File: src/rtl/servo_pulse_decoder.sv
// Servo pulse receiver: measures the high time of servo_in and decodes it to an 8-bit position.
// Optional macro SERVO_DEC_FILTER_EN adds a rounded 2-tap average on pos (+1 clk latency).
module servo_pulse_decoder #(
    parameter int unsigned MIN_PULSE_CYC    = 50000,
    parameter int unsigned STEP_CYC         = 196,
    parameter int unsigned GLITCH_CYC       = 25000,
    parameter int unsigned HIGH_TIMEOUT_CYC = 150000,
    parameter int unsigned LOSS_TIMEOUT_CYC = 1500000
) (
    input  logic       clk,
    input  logic       rst,
    input  logic       servo_in,
    output logic [7:0] pos,
    output logic       pos_valid,
    output logic       pulse_err,
    output logic       signal_lost
);

    localparam int W_W = $clog2(HIGH_TIMEOUT_CYC + 1);
    localparam int P_W = $clog2(STEP_CYC + 1);
    localparam int L_W = $clog2(LOSS_TIMEOUT_CYC + 1);

    localparam logic [W_W-1:0] MIN_W     = W_W'(MIN_PULSE_CYC);
    localparam logic [W_W-1:0] GLITCH_W  = W_W'(GLITCH_CYC);
    localparam logic [W_W-1:0] HIGH_TO_W = W_W'(HIGH_TIMEOUT_CYC);
    localparam logic [P_W-1:0] STEP_LAST = P_W'(STEP_CYC - 1);
    localparam logic [L_W-1:0] LOSS_MAX  = L_W'(LOSS_TIMEOUT_CYC);
    localparam logic [L_W-1:0] LOSS_LAST = L_W'(LOSS_TIMEOUT_CYC - 1);

    typedef enum logic [1:0] {
        ST_WAIT_LOW  = 2'd0,
        ST_WAIT_RISE = 2'd1,
        ST_MEASURE   = 2'd2
    } state_t;

    logic           sync1_r, sync2_r, prev_r, rise_r, fall_r;
    state_t         state_r, state_nx_s;
    logic [W_W-1:0] width_r, width_nx_s;
    logic [P_W-1:0] presc_r, presc_nx_s;
    logic [7:0]     steps_r, steps_nx_s;
    logic           dec_valid_s, dec_err_s;
    logic [7:0]     dec_pos_s;
    logic           out_valid_s, out_err_s;
    logic [7:0]     out_pos_s;
    logic [7:0]     pos_r;
    logic           pos_valid_r, pulse_err_r, signal_lost_r;
    logic [L_W-1:0] loss_cnt_r;

    // Synchronizer and registered edge detector. Resetting to 1 makes a line that is
    // already high at reset release look like a steady high, not a fresh rising edge.
    always_ff @(posedge clk) begin
        if (rst) begin
            sync1_r <= 1'b1;
            sync2_r <= 1'b1;
            prev_r  <= 1'b1;
            rise_r  <= 1'b0;
            fall_r  <= 1'b0;
        end else begin
            sync1_r <= servo_in;
            sync2_r <= sync1_r;
            prev_r  <= sync2_r;
            rise_r  <= sync2_r & ~prev_r;
            fall_r  <= ~sync2_r & prev_r;
        end
    end

    // FSM state and measurement counters.
    always_ff @(posedge clk) begin
        if (rst) begin
            state_r <= ST_WAIT_LOW;
            width_r <= '0;
            presc_r <= '0;
            steps_r <= 8'd0;
        end else begin
            state_r <= state_nx_s;
            width_r <= width_nx_s;
            presc_r <= presc_nx_s;
            steps_r <= steps_nx_s;
        end
    end

    // Next state, width/step counting and decode of a finished pulse.
    always_comb begin
        state_nx_s  = state_r;
        width_nx_s  = width_r;
        presc_nx_s  = presc_r;
        steps_nx_s  = steps_r;
        dec_valid_s = 1'b0;
        dec_err_s   = 1'b0;
        dec_pos_s   = 8'd0;
        case (state_r)
            ST_WAIT_LOW: begin
                if (!sync2_r) begin
                    state_nx_s = ST_WAIT_RISE;
                end else begin
                    state_nx_s = ST_WAIT_LOW;
                end
            end
            ST_WAIT_RISE: begin
                if (rise_r) begin
                    state_nx_s = ST_MEASURE;
                    width_nx_s = W_W'(1);
                    presc_nx_s = '0;
                    steps_nx_s = 8'd0;
                end else begin
                    state_nx_s = ST_WAIT_RISE;
                end
            end
            ST_MEASURE: begin
                if (fall_r) begin
                    state_nx_s = ST_WAIT_RISE;
                    width_nx_s = '0;
                    if (width_r < GLITCH_W) begin
                        dec_err_s = 1'b1;
                    end else if (width_r < MIN_W) begin
                        dec_valid_s = 1'b1;
                        dec_pos_s   = 8'd0;
                    end else begin
                        dec_valid_s = 1'b1;
                        dec_pos_s   = steps_r;
                    end
                end else if (width_r >= HIGH_TO_W) begin
                    // Still high with the counter at the limit: this cycle is width limit+1.
                    dec_err_s  = 1'b1;
                    state_nx_s = ST_WAIT_LOW;
                    width_nx_s = '0;
                end else begin
                    width_nx_s = width_r + W_W'(1);
                    if (width_r >= MIN_W) begin
                        if (presc_r == STEP_LAST) begin
                            presc_nx_s = '0;
                            if (steps_r != 8'hFF) begin
                                steps_nx_s = steps_r + 8'd1;
                            end else begin
                                steps_nx_s = steps_r;
                            end
                        end else begin
                            presc_nx_s = presc_r + P_W'(1);
                        end
                    end else begin
                        presc_nx_s = presc_r;
                    end
                end
            end
            default: begin
                state_nx_s = ST_WAIT_LOW;
            end
        endcase
    end

`ifdef SERVO_DEC_FILTER_EN
    logic       stg_valid_r, stg_err_r;
    logic [7:0] stg_pos_r;

    // Extra stage so the average is formed against the previously published pos.
    always_ff @(posedge clk) begin
        if (rst) begin
            stg_valid_r <= 1'b0;
            stg_err_r   <= 1'b0;
            stg_pos_r   <= 8'd0;
        end else begin
            stg_valid_r <= dec_valid_s;
            stg_err_r   <= dec_err_s;
            stg_pos_r   <= dec_pos_s;
        end
    end

    // A decode after reset or after loss of signal has no valid history to average with.
    always_comb begin
        out_valid_s = stg_valid_r;
        out_err_s   = stg_err_r;
        if (signal_lost_r) begin
            out_pos_s = stg_pos_r;
        end else begin
            out_pos_s = 8'(({1'b0, pos_r} + {1'b0, stg_pos_r} + 9'd1) >> 1);
        end
    end
`else
    // Unfiltered: publish the decode directly.
    always_comb begin
        out_valid_s = dec_valid_s;
        out_err_s   = dec_err_s;
        out_pos_s   = dec_pos_s;
    end
`endif

    // Output registers and loss-of-signal timer.
    always_ff @(posedge clk) begin
        if (rst) begin
            pos_r         <= 8'd0;
            pos_valid_r   <= 1'b0;
            pulse_err_r   <= 1'b0;
            signal_lost_r <= 1'b1;
            loss_cnt_r    <= '0;
        end else begin
            pos_valid_r <= out_valid_s;
            pulse_err_r <= out_err_s & ~out_valid_s;
            if (out_valid_s) begin
                pos_r         <= out_pos_s;
                loss_cnt_r    <= '0;
                signal_lost_r <= 1'b0;
            end else begin
                if (loss_cnt_r != LOSS_MAX) begin
                    loss_cnt_r <= loss_cnt_r + L_W'(1);
                end else begin
                    loss_cnt_r <= loss_cnt_r;
                end
                if (loss_cnt_r >= LOSS_LAST) begin
                    signal_lost_r <= 1'b1;
                end else begin
                    signal_lost_r <= signal_lost_r;
                end
            end
        end
    end

    assign pos         = pos_r;
    assign pos_valid   = pos_valid_r;
    assign pulse_err   = pulse_err_r;
    assign signal_lost = signal_lost_r;

endmodule

File: config.mk
export PLATFORM = sky130hd
export DESIGN_NAME = servo_pulse_decoder
export DESIGN_NICKNAME = d
export VERILOG_FILES = /design/src/rtl/servo_pulse_decoder.sv
export SDC_FILE = /design/constraint.sdc
export NUM_CORES = 1
export LEC_CHECK = 0
export BUFFER_PORTS_ARGS = -buffer_cell sky130_fd_sc_hd__buf_4
export CAP_MARGIN = 10
export CORE_MARGIN = 8
export CORE_UTILIZATION = 30
export CTS_CLUSTER_DIAMETER = 30
export DETAILED_ROUTE_END_ITERATION = 12
export GPL_ROUTABILITY_DRIVEN = 0
export SYNTH_ARGS = -nofsm -noshare
export SYNTH_HDL_FRONTEND = slang
export SYNTH_SLANG_ARGS = --single-unit
File: constraint.sdc
create_clock -name clk -period 1.8 [get_ports clk]
set_input_delay 0.45 -clock clk [delete_from_list [all_inputs] [get_ports clk]]
set_output_delay 0.45 -clock clk [all_outputs]
set_load 0.01 [all_outputs]
Word level (Yosys, flattened, before mapping)
Cells that the tools add are included.
{ "totals": {"out_inout_bits": 11, "word_cells": 82, "ff_bits": 73, "in_bits": 3} }
{ "op_classes": {"muxes": 34, "n_eq_ne": 12, "n_reduce_logical": 7, "add_sub_neg": 4, "bitwise_logic": 6, "n_lt_le_gt_ge": 5} }
{ "ops": {"columns": ["operator", "n"], "rows": [
  ["2-to-1 mux 8 bit", 14],
  ["2-to-1 mux 18 bit", 3],
  ["case mux 18 bit (2 select lines)", 1],
  ["case mux 8 bit (2 select lines)", 2],
  ["adder 21 x 1 -> 21 bit, second input constant", 1],
  [">= comparator 21 bit, second input constant", 1],
  ["inequality test 21 bit, second input constant", 1],
  ["adder 18 x 1 -> 18 bit, second input constant", 1],
  [">= comparator 18 x 16 -> 1 bit, second input constant", 1],
  [">= comparator 18 bit, second input constant", 1],
  ["< comparator 18 x 15 -> 1 bit, second input constant", 1],
  ["< comparator 18 x 16 -> 1 bit, second input constant", 1],
  ["adder 8 x 1 -> 8 bit, second input constant", 2],
  ["inequality test 2 bit, second input constant", 6],
  ["2-to-1 mux 1 bit", 10],
  ["equality test 8 bit, second input constant", 1],
  ["inequality test 8 bit, second input constant", 1],
  ["AND reduction 7 bit", 1],
  ["2-to-1 mux 2 bit", 3],
  ["case mux 2 bit (3 select lines)", 1],
  ["AND reduction 5 bit", 1],
  ["nonzero test 2 bit", 2],
  ["AND 1 bit", 3],
  ["inequality test 3 bit, second input constant", 1],
  ["other kinds (6)", 8]
]} }

Longest topological paths before layout
Gate-level depths: netlist (run 1).
{ "logic_depth": {"word_depth": 7, "ltp_mapped": 8} }

Least setup slack after synthesis (run 1)
OpenSTA, ideal clock, no wires.
{ "synth_timing": {"path_kind": "reg2reg", "startpoint": "register width_r[16]", "endpoint": "register width_r[1]", "path_stages_with_launch": 7, "arrival_time_ps": 1790, "setup_ps": 117, "n_path_buf": 2, "synth_period_minus_slack_ps": 1906, "path_slack_ps": -106, "cell_sequence": "dfxtp_1 or2_4 or4_4 o211a_1 buf_6 buf_8 a22o_1"} }
{ "synth_between": {"elab_chain_cells": 4} }
{ "synth_lines": {"columns": ["element", "line_no", "text"], "rows": [
  ["from (decl)", "38", "logic [W_W-1:0] width_r, width_nx_s;"],
  ["from (signal assigned)", "76", "width_r <= width_nx_s;"],
  [">= comparator 18 bit", "122", "end else if (width_r >= HIGH_TO_W) begin"],
  ["2-to-1 mux 18 bit", "122", null],
  ["2-to-1 mux 18 bit", "110", "if (fall_r) begin"],
  ["case mux 18 bit (2 select lines)", "91", "case (state_r)"]
]} }
Every way passes these cells.
A chain may end at the register's enable or synchronous reset.

Worst setup path after layout (run 1)
{ "layout_timing": {"startpoint": "register presc_r[0]", "endpoint": "register steps_r[0]"} }
{ "layout_between": {"elab_chain_cells": 3} }
{ "layout_lines": {"columns": ["element", "line_no", "text"], "rows": [
  ["from (decl)", "39", "logic [P_W-1:0] presc_r, presc_nx_s;"],
  ["from (signal assigned)", "77", "presc_r <= presc_nx_s;"],
  ["equality test 8 bit", "130", "if (presc_r == STEP_LAST) begin"],
  ["inequality test 2 bit (no line)", null, null],
  ["AND reduction 7 bit (no line)", null, null],
  ["to (signal assigned)", "78", "steps_r <= steps_nx_s;"],
  ["to (decl)", "40", "logic [7:0] steps_r, steps_nx_s;"]
]} }
Every way passes these cells.

==> results of run 1 <==
## power by group
group | switching [uW] | total (uW) | internal (uW) | leakage, uW
sequential | 16.4 | 1650 | 1640 | 0.000597
combinational | 153 | 295 | 142 | 0.00124
clock | 643 | 1780 | 1140 | 0.000148
## synth_stat cells, types with 9 or more instances
cell	count	share of area (%)
xor2_1	12	2.9
dfxtp_1	73	40
nand3_1	21	2.9
nor2_1	44	4.6
nand2_1	31	3.2
nand4_1	9	1.6
a22o_1	9	2.2
o21ai_0	17	2.4
xnor2_1	11	2.7
inv_1	14	1.5
a21oi_1	13	1.8
a31oi_1	11	1.9
and3_1	13	2.3
## registers in the layout (all words and copies together) (netlist names), 2 cells and up
signal	cells
pos	8
presc_r	8
steps_r	8
width_r	18
loss_cnt_r	21
state_r	2
## per-stage QoR
stage	total power [uW]	utilization, %	TNS [ns]
final	3725	43.84	-2.830
after global routing	3864	43.84	-4.568
after global placement	1910	36.96	-0.8090
after CTS	3732	40.59	-0.5889
after detailed placement	1913	36.96	-4.012
after floorplan	1815	-	-0.03489
## worst register-to-register path, cell delays in order, from the launching register on
cell and delay, ns:
dfxtp_2 0.35, ha_4 0.14, nand4b_1 0.20, nor4_4 0.43, o311ai_4 0.19, buf_6 0.16
or4b_1 0.46, nand2_1 0.07
## area by class of cell
type	instances	area (um^2)	area share, %
clock buffers	12	256.5	4.933
flip-flops and latches	73	1485	28.56
inverters	14	52.55	1.011
multi-input cells	307	2302	44.27
well taps	147	183.9	3.537
clock inverters	3	40.04	0.7700
repair buffers	102	879.6	16.92
## placed cells by master, fill, tap and decap left out, types with 6 or more instances in the layout
cell type	netlist	layout
inv_1	14	14
a31oi_1	11	11
nand4_1	9	9
xnor2_1	11	11
nand3_1	21	21
buf_6	2	9
nor2_1	44	43
or3_1	7	6
xor2_1	12	12
a21oi_1	13	8
and3_1	13	12
o21ai_0	17	8
clkbuf_16	0	11
o21ai_1	2	6
a22o_1	9	9
dfxtp_2	0	10
dfxtp_1	73	60
nand2_1	31	31
buf_4	0	88
## timing repair
action	4_1_cts	5_1_grt
setup endpoints to repair	53	58
cloned	1	2
resized for setup	23	66
pin swaps	7	21
setup buffers	5	5
## metal layers
| metal | up-vias | track usage (%) | share of wire, % |
|---|---|---|---|
| li1 | 1715 | - | - |
| met1 | 1658 | 15.16 | 48 |
| met2 | 81 | 18.85 | 46 |
| met3 | 11 | 2.954 | 4.4 |
| met4 | 0 | 3.797 | 1.3 |
| met5 | - | 0 | 0 |
## cells by family (layout without fill, tap and decap cells)
group	count (synthesis)	after routing	share of synthesized area [%]
DFF	73	73	40.50
xor gates and xnor gates	23	23	5.582
and+or+nand+nor	174	174	25.90
muxes	5	5	1.387
adders and majority gates	5	5	1.734
buffers and inverters	35	131	4.716
AOI/OAI and AO/OA	100	100	20.18
## worst max path at each step
stage | startpoint | end | slack (ns) | cells past startpoint
after CTS | presc_r[0]$_SDFFE_PP0P_ | steps_r[0]$_SDFFE_PP0P_ | -0.08 | 7
final | presc_r[0]$_SDFFE_PP0P_ | steps_r[0]$_SDFFE_PP0P_ | -0.24 | 7
after floorplan | width_r[15]$_SDFFE_PP0P_ | width_r[1]$_SDFFE_PP0P_ | -0.02 | 6
after global routing | presc_r[0]$_SDFFE_PP0P_ | steps_r[0]$_SDFFE_PP0P_ | -0.32 | 7
after global placement | presc_r[0]$_SDFFE_PP0P_ | presc_r[4]$_SDFFE_PP0P_ | -0.11 | 6
after detailed placement | presc_r[0]$_SDFFE_PP0P_ | presc_r[4]$_SDFFE_PP0P_ | -0.24 | 6
==> out/metrics.csv, run 1 <==
stage,metric,value,unit
outcome,status,"complete, but fails checks",
outcome,failing checks,setup timing,
worst_hold_path,Hold/Removal Path Class,in -> reg,
synth,total nets after synthesis,423,
clocking,Max Buffers Root-to-Sink,2,
setup_path,length in cells of the worst reg-to-reg path,7,
setup_path,crit path cell chain,ha_4 -> nand4b_1 -> nor4_4 -> o311ai_4 -> buf_6 -> or4b_1 -> nand2_1,
timing,unrepaired setup endpoints after global routing,yes,
timing,Relative slew margins,67.22,%
setup_path,critical path's slowest cell,or4b_1,
global_routing,largest net degree at the start of global routing,22,
clocking,CTS tree,done,
final_layout,nets@finish,515,
floorplanning,DIE WIDTH,125.7,um
global_routing,gr usage total,11.78,%
setup_path,reg-to-reg startpoint,presc_r[0]$_SDFFE_PP0P_,
routing,vias per inst,5.266,
synth,Synth Flop Type,dfxtp_1,
timing,hold slack,0.3164,ns
global_routing,vias in the first global route,3335,
routing,DRT Pass-1 Iters,5,
timing,final hold violation count,0,
setup_path,FF-to-FF End,steps_r[0]$_SDFFE_PP0P_,
final_layout,cell area after layout,5200,um^2
synth,Yosys warning count,0,
setup_path,CP endpoint kind,flop,
clocking,hold buffer count at cts,0,
global_routing,first-pass GRT wire length,15.64,mm
synth,Post-Synthesis Cells,415,
routing,drt wl/cell,14.97,um
setup_path,CP max stage delay,0.46,ns
final_layout,Non-Filler Instances,658,
clocking,CTS Buf Count,9,
floorplanning,die area,15790,um^2
timing,Tightest Pin Transition,0.4863,ns
placement,Final HPWL DP,6.445,mm
run,max cap viols,0,
worst_hold_path,min-delay src,servo_in,
clocking,Worst-Skew Late Latency,0.33,ns
global_routing,initial antenna violation count,0,
synth,synth unique cells,68,
final_layout,Ant. Diodes,0,
timing,fmax,0.4908,GHz
synth,"EDFF count, synth",0,
setup_path,Critical Path AT,2.31,ns
final_layout,Syn-to-layout area delta,44.11,%
pwr,pwr dens,716.4,nW/um^2
placement,# placed instances,630,
setup_path,register-to-register setup slack,-0.24,ns
placement,number of port buffers,13,
floorplanning,chip height,125.7,um
synth,Synth Area per Inst,8.695,um^2
synth,Synth Cell Area,3608,um^2
placement,pre-CTS setup slack,-0.2406,ns
timing,post-route setup slack,-0.2376,ns
timing,Setup Viol. Count Final,29,
synth,async set-reset flop share out of synthesis,0,%
routing,Routed WL,9.850,mm
floorplanning,Initial Utilization,30.42,%
worst_hold_path,hold path depth,2,
timing,Final min period,2.038,ns
setup_path,type of the worst setup path,reg -> reg,
routing,drc violations,0,
routing,Final ANT Viol Nets,0,
floorplanning,Core Box Area,11860,um^2
floorplanning,Row Count,40,
setup_path,family with the most delay on the worst path,simple AND/OR/NAND/NOR gates,
synth,Yosys reg bits,73,
final_layout,Fillers,1100,
placement,Post-Place Cell Area,4384,um^2
setup_path,data required time of the worst path,2.08,ns
clocking,clk sink count,73,
clocking,root buf cell,clkbuf_16,
pwr,leakage,0.001981,uW
final_layout,share of cells above drive strength 1,35.42,%
synth,post-synthesis sequential area ratio,40.50,%
clocking,htree depth,3,
timing,pins over their slew limit,0,
timing,Final period util,113.2,%
global_routing,GRT overflow,0,
setup_path,WP buf/inv,1,
floorplanning,number of I/O pins,14,
setup_path,Setup crit start kind,flop,
routing,total number of vias,3465,
timing,Layout Skew,0.007015,ns
pwr,Peak VDD IR,0.0006151,V
setup_path,maximum fanout along the worst path,4,
worst_hold_path,"Endpoint, Worst Hold",sync1_r$_SDFF_PP1_,
routing,1st-iter DRT viols,210,
clocking,clock-pin transition on the worst setup and hold timing paths,0.06,ns
Power figures use the tool's default switching activity.
==> run 2: changes to the inputs <==
==> constraint.sdc (replaced) <==
create_clock -name clk -period 1.8 [get_ports clk]
set_input_delay 0.18 -clock clk [delete_from_list [all_inputs] [get_ports clk]]
set_output_delay 0.18 -clock clk [all_outputs]
set_load 0.01 [all_outputs]
==> run 2 against run 1 <==
- largest power group unchanged
- global-route usage grew 0.25 points
- clock-buffer cell count down 2
- hold slack worse by 0.28 ns
- die area unchanged
- flip-flop and latch count unchanged
- final cell count is 0.30% higher
- largest cell class unchanged
- cell area decreased by 1.8%
- the run still ends with setup timing left
==> out/metrics.csv, run 2 (same netlist as run 1, synthesis figures left out) <==
stage,metric,value,unit
setup_path,critical path's slowest cell,or4b_1,
routing,DRT Pass-1 Iters,5,
setup_path,Critical Path AT,2.21,ns
run,max cap viols,0,
placement,Final HPWL DP,6.341,mm
setup_path,CP endpoint kind,flop,
floorplanning,chip height,125.7,um
clocking,clock-pin transition on the worst setup and hold timing paths,0.06,ns
routing,vias per inst,5.227,
final_layout,Reg with most FFs,loss_cnt_r,
setup_path,type of the worst setup path,reg -> reg,
outcome,failing checks,setup timing,
final_layout,Util after Layout,43.04,%
pwr,pwr dens,738.5,nW/um^2
global_routing,GRT overflow,0,
routing,drt wl/cell,14.29,um
floorplanning,die area,15790,um^2
timing,final hold violation count,0,
setup_path,reg-to-reg startpoint,presc_r[0]$_SDFFE_PP0P_,
floorplanning,number of I/O pins,14,
global_routing,largest net degree at the start of global routing,22,
clocking,clk sink count,73,
timing,Tightest Pin Transition,0.5947,ns
routing,Routed WL,9.434,mm
setup_path,CP max stage delay,0.46,ns
final_layout,nets@finish,516,
final_layout,share of cells above drive strength 1,33.14,%
global_routing,gr usage total,12.02,%
final_layout,Non-Filler Instances,660,
setup_path,Setup crit start kind,flop,
timing,Relative slew margins,59.84,%
setup_path,WP buf/inv,1,
clocking,hold buffer count at cts,0,
worst_hold_path,Hold/Removal Path Class,in -> reg,
timing,pins over their slew limit,0,
clocking,Worst-Skew Late Latency,0.34,ns
clocking,CTS Buf Count,9,
global_routing,initial antenna violation count,0,
pwr,leakage,0.001969,uW
pwr,Peak VDD IR,0.0004376,V
floorplanning,DIE WIDTH,125.7,um
timing,fmax,0.5191,GHz
routing,1st-iter DRT viols,161,
final_layout,"most common cell after layout, fill and taps aside",buf_4,
routing,Final ANT Viol Nets,0,
clocking,htree depth,3,
clocking,root buf cell,clkbuf_16,
timing,Final period util,107.0,%
setup_path,crit path cell chain,ha_4 -> nand4b_1 -> nor4_4 -> o311ai_4 -> buf_6 -> or4b_1 -> nand2_1,
setup_path,family with the most delay on the worst path,simple AND/OR/NAND/NOR gates,
placement,# placed instances,632,
floorplanning,Initial Utilization,30.42,%
final_layout,Largest regs,"loss_cnt_r: 21 flops, width_r: 18 flops",
floorplanning,Core Box Area,11860,um^2
setup_path,maximum fanout along the worst path,4,
timing,Setup Viol. Count Final,27,
setup_path,length in cells of the worst reg-to-reg path,7,
final_layout,most frequent cells in the layout,"92 x buf_4, 61 x dfxtp_1, 43 x nor2_1",
routing,total number of vias,3450,
timing,unrepaired setup endpoints after global routing,yes,
setup_path,FF-to-FF End,steps_r[0]$_SDFFE_PP0P_,
global_routing,vias in the first global route,3332,
worst_hold_path,min-delay src,servo_in,
setup_path,register-to-register setup slack,-0.13,ns
final_layout,Syn-to-layout area delta,41.47,%
final_layout,max FFs per register,21,
routing,drc violations,0,
worst_hold_path,"Endpoint, Worst Hold",sync1_r$_SDFF_PP1_,
timing,hold slack,0.03180,ns
floorplanning,Row Count,40,
outcome,status,"complete, but fails checks",
timing,Final min period,1.926,ns
clocking,CTS tree,done,
placement,pre-CTS setup slack,-0.1964,ns
timing,Layout Skew,0.01005,ns
final_layout,Ant. Diodes,0,
setup_path,data required time of the worst path,2.09,ns
global_routing,first-pass GRT wire length,15.82,mm
worst_hold_path,hold path depth,2,
placement,number of port buffers,13,
clocking,Max Buffers Root-to-Sink,2,
timing,post-route setup slack,-0.1265,ns
## run 2: routing by layer
| metal | routed length (um) | vias up | global-route usage (%) |
|---|---|---|---|
| met3 | 463 | 11 | 3.376 |
| met1 | 4475 | 1653 | 15.25 |
| met5 | 0 | - | 0 |
| met4 | 102 | 0 | 4.155 |
| li1 | - | 1717 | - |
| met2 | 4393 | 69 | 19.14 |
## run 2: where the power goes
part	switching, uW	internal, uW	total, uW
Combinational	145	149	295
Clock	712	1110	1820
Sequential	15.9	1640	1650
## run 2: metrics by stage
| step | total power (uW) | TNS (ns) | area, um^2 |
|---|---|---|---|
| after floorplan | 1815 | -0.03489 | 3632 |
| after global placement | 1916 | -0.9879 | 4412 |
| after detailed placement | 1921 | -3.169 | 4412 |
| after CTS | 3800 | -0.8475 | 4912 |
| after global routing | 3920 | -3.406 | 5105 |
| final | 3770 | -0.9971 | 5105 |
## run 2: worst max path at each step
stage                     cells after the start                       to                      from  slack, ns
after global placement                        7  steps_r[0]$_SDFFE_PP0P_   presc_r[0]$_SDFFE_PP0P_      -0.13
after CTS                                     7  steps_r[5]$_SDFFE_PP0P_   presc_r[1]$_SDFFE_PP0P_       -0.1
after floorplan                               6  width_r[1]$_SDFFE_PP0P_  width_r[15]$_SDFFE_PP0P_      -0.02
after detailed placement                      7  steps_r[5]$_SDFFE_PP0P_   presc_r[1]$_SDFFE_PP0P_      -0.20
after global routing                          7  steps_r[0]$_SDFFE_PP0P_   presc_r[0]$_SDFFE_PP0P_      -0.22
final                                         7  steps_r[0]$_SDFFE_PP0P_   presc_r[0]$_SDFFE_PP0P_      -0.13
## run 2: repair_timing
action                     4_1_cts  5_1_grt
pin swaps                        5       21
resized for setup               25       40
setup endpoints to repair       56       41
gates cloned                     1        1
buffers inserted                 8        4
## run 2: layout make-up
cell class	instances	area, um^2
Fill cell	1139	6756
Multi-Input combinational cell	307	2206
Sequential cell	73	1486
Timing Repair Buffer	103	870.8
Clock buffer	10	239.0
Tap cell	147	183.9
Clock inverter	6	66.31
Inverter	14	52.55
## run 2: worst reg2reg max path, stage by stage (launching register included)
cell and delay (ns):
dfxtp_2 0.35, ha_4 0.13, nand4b_1 0.17, nor4_4 0.36, o311ai_4 0.18, buf_6 0.16, or4b_1 0.46, nand2_1 0.08
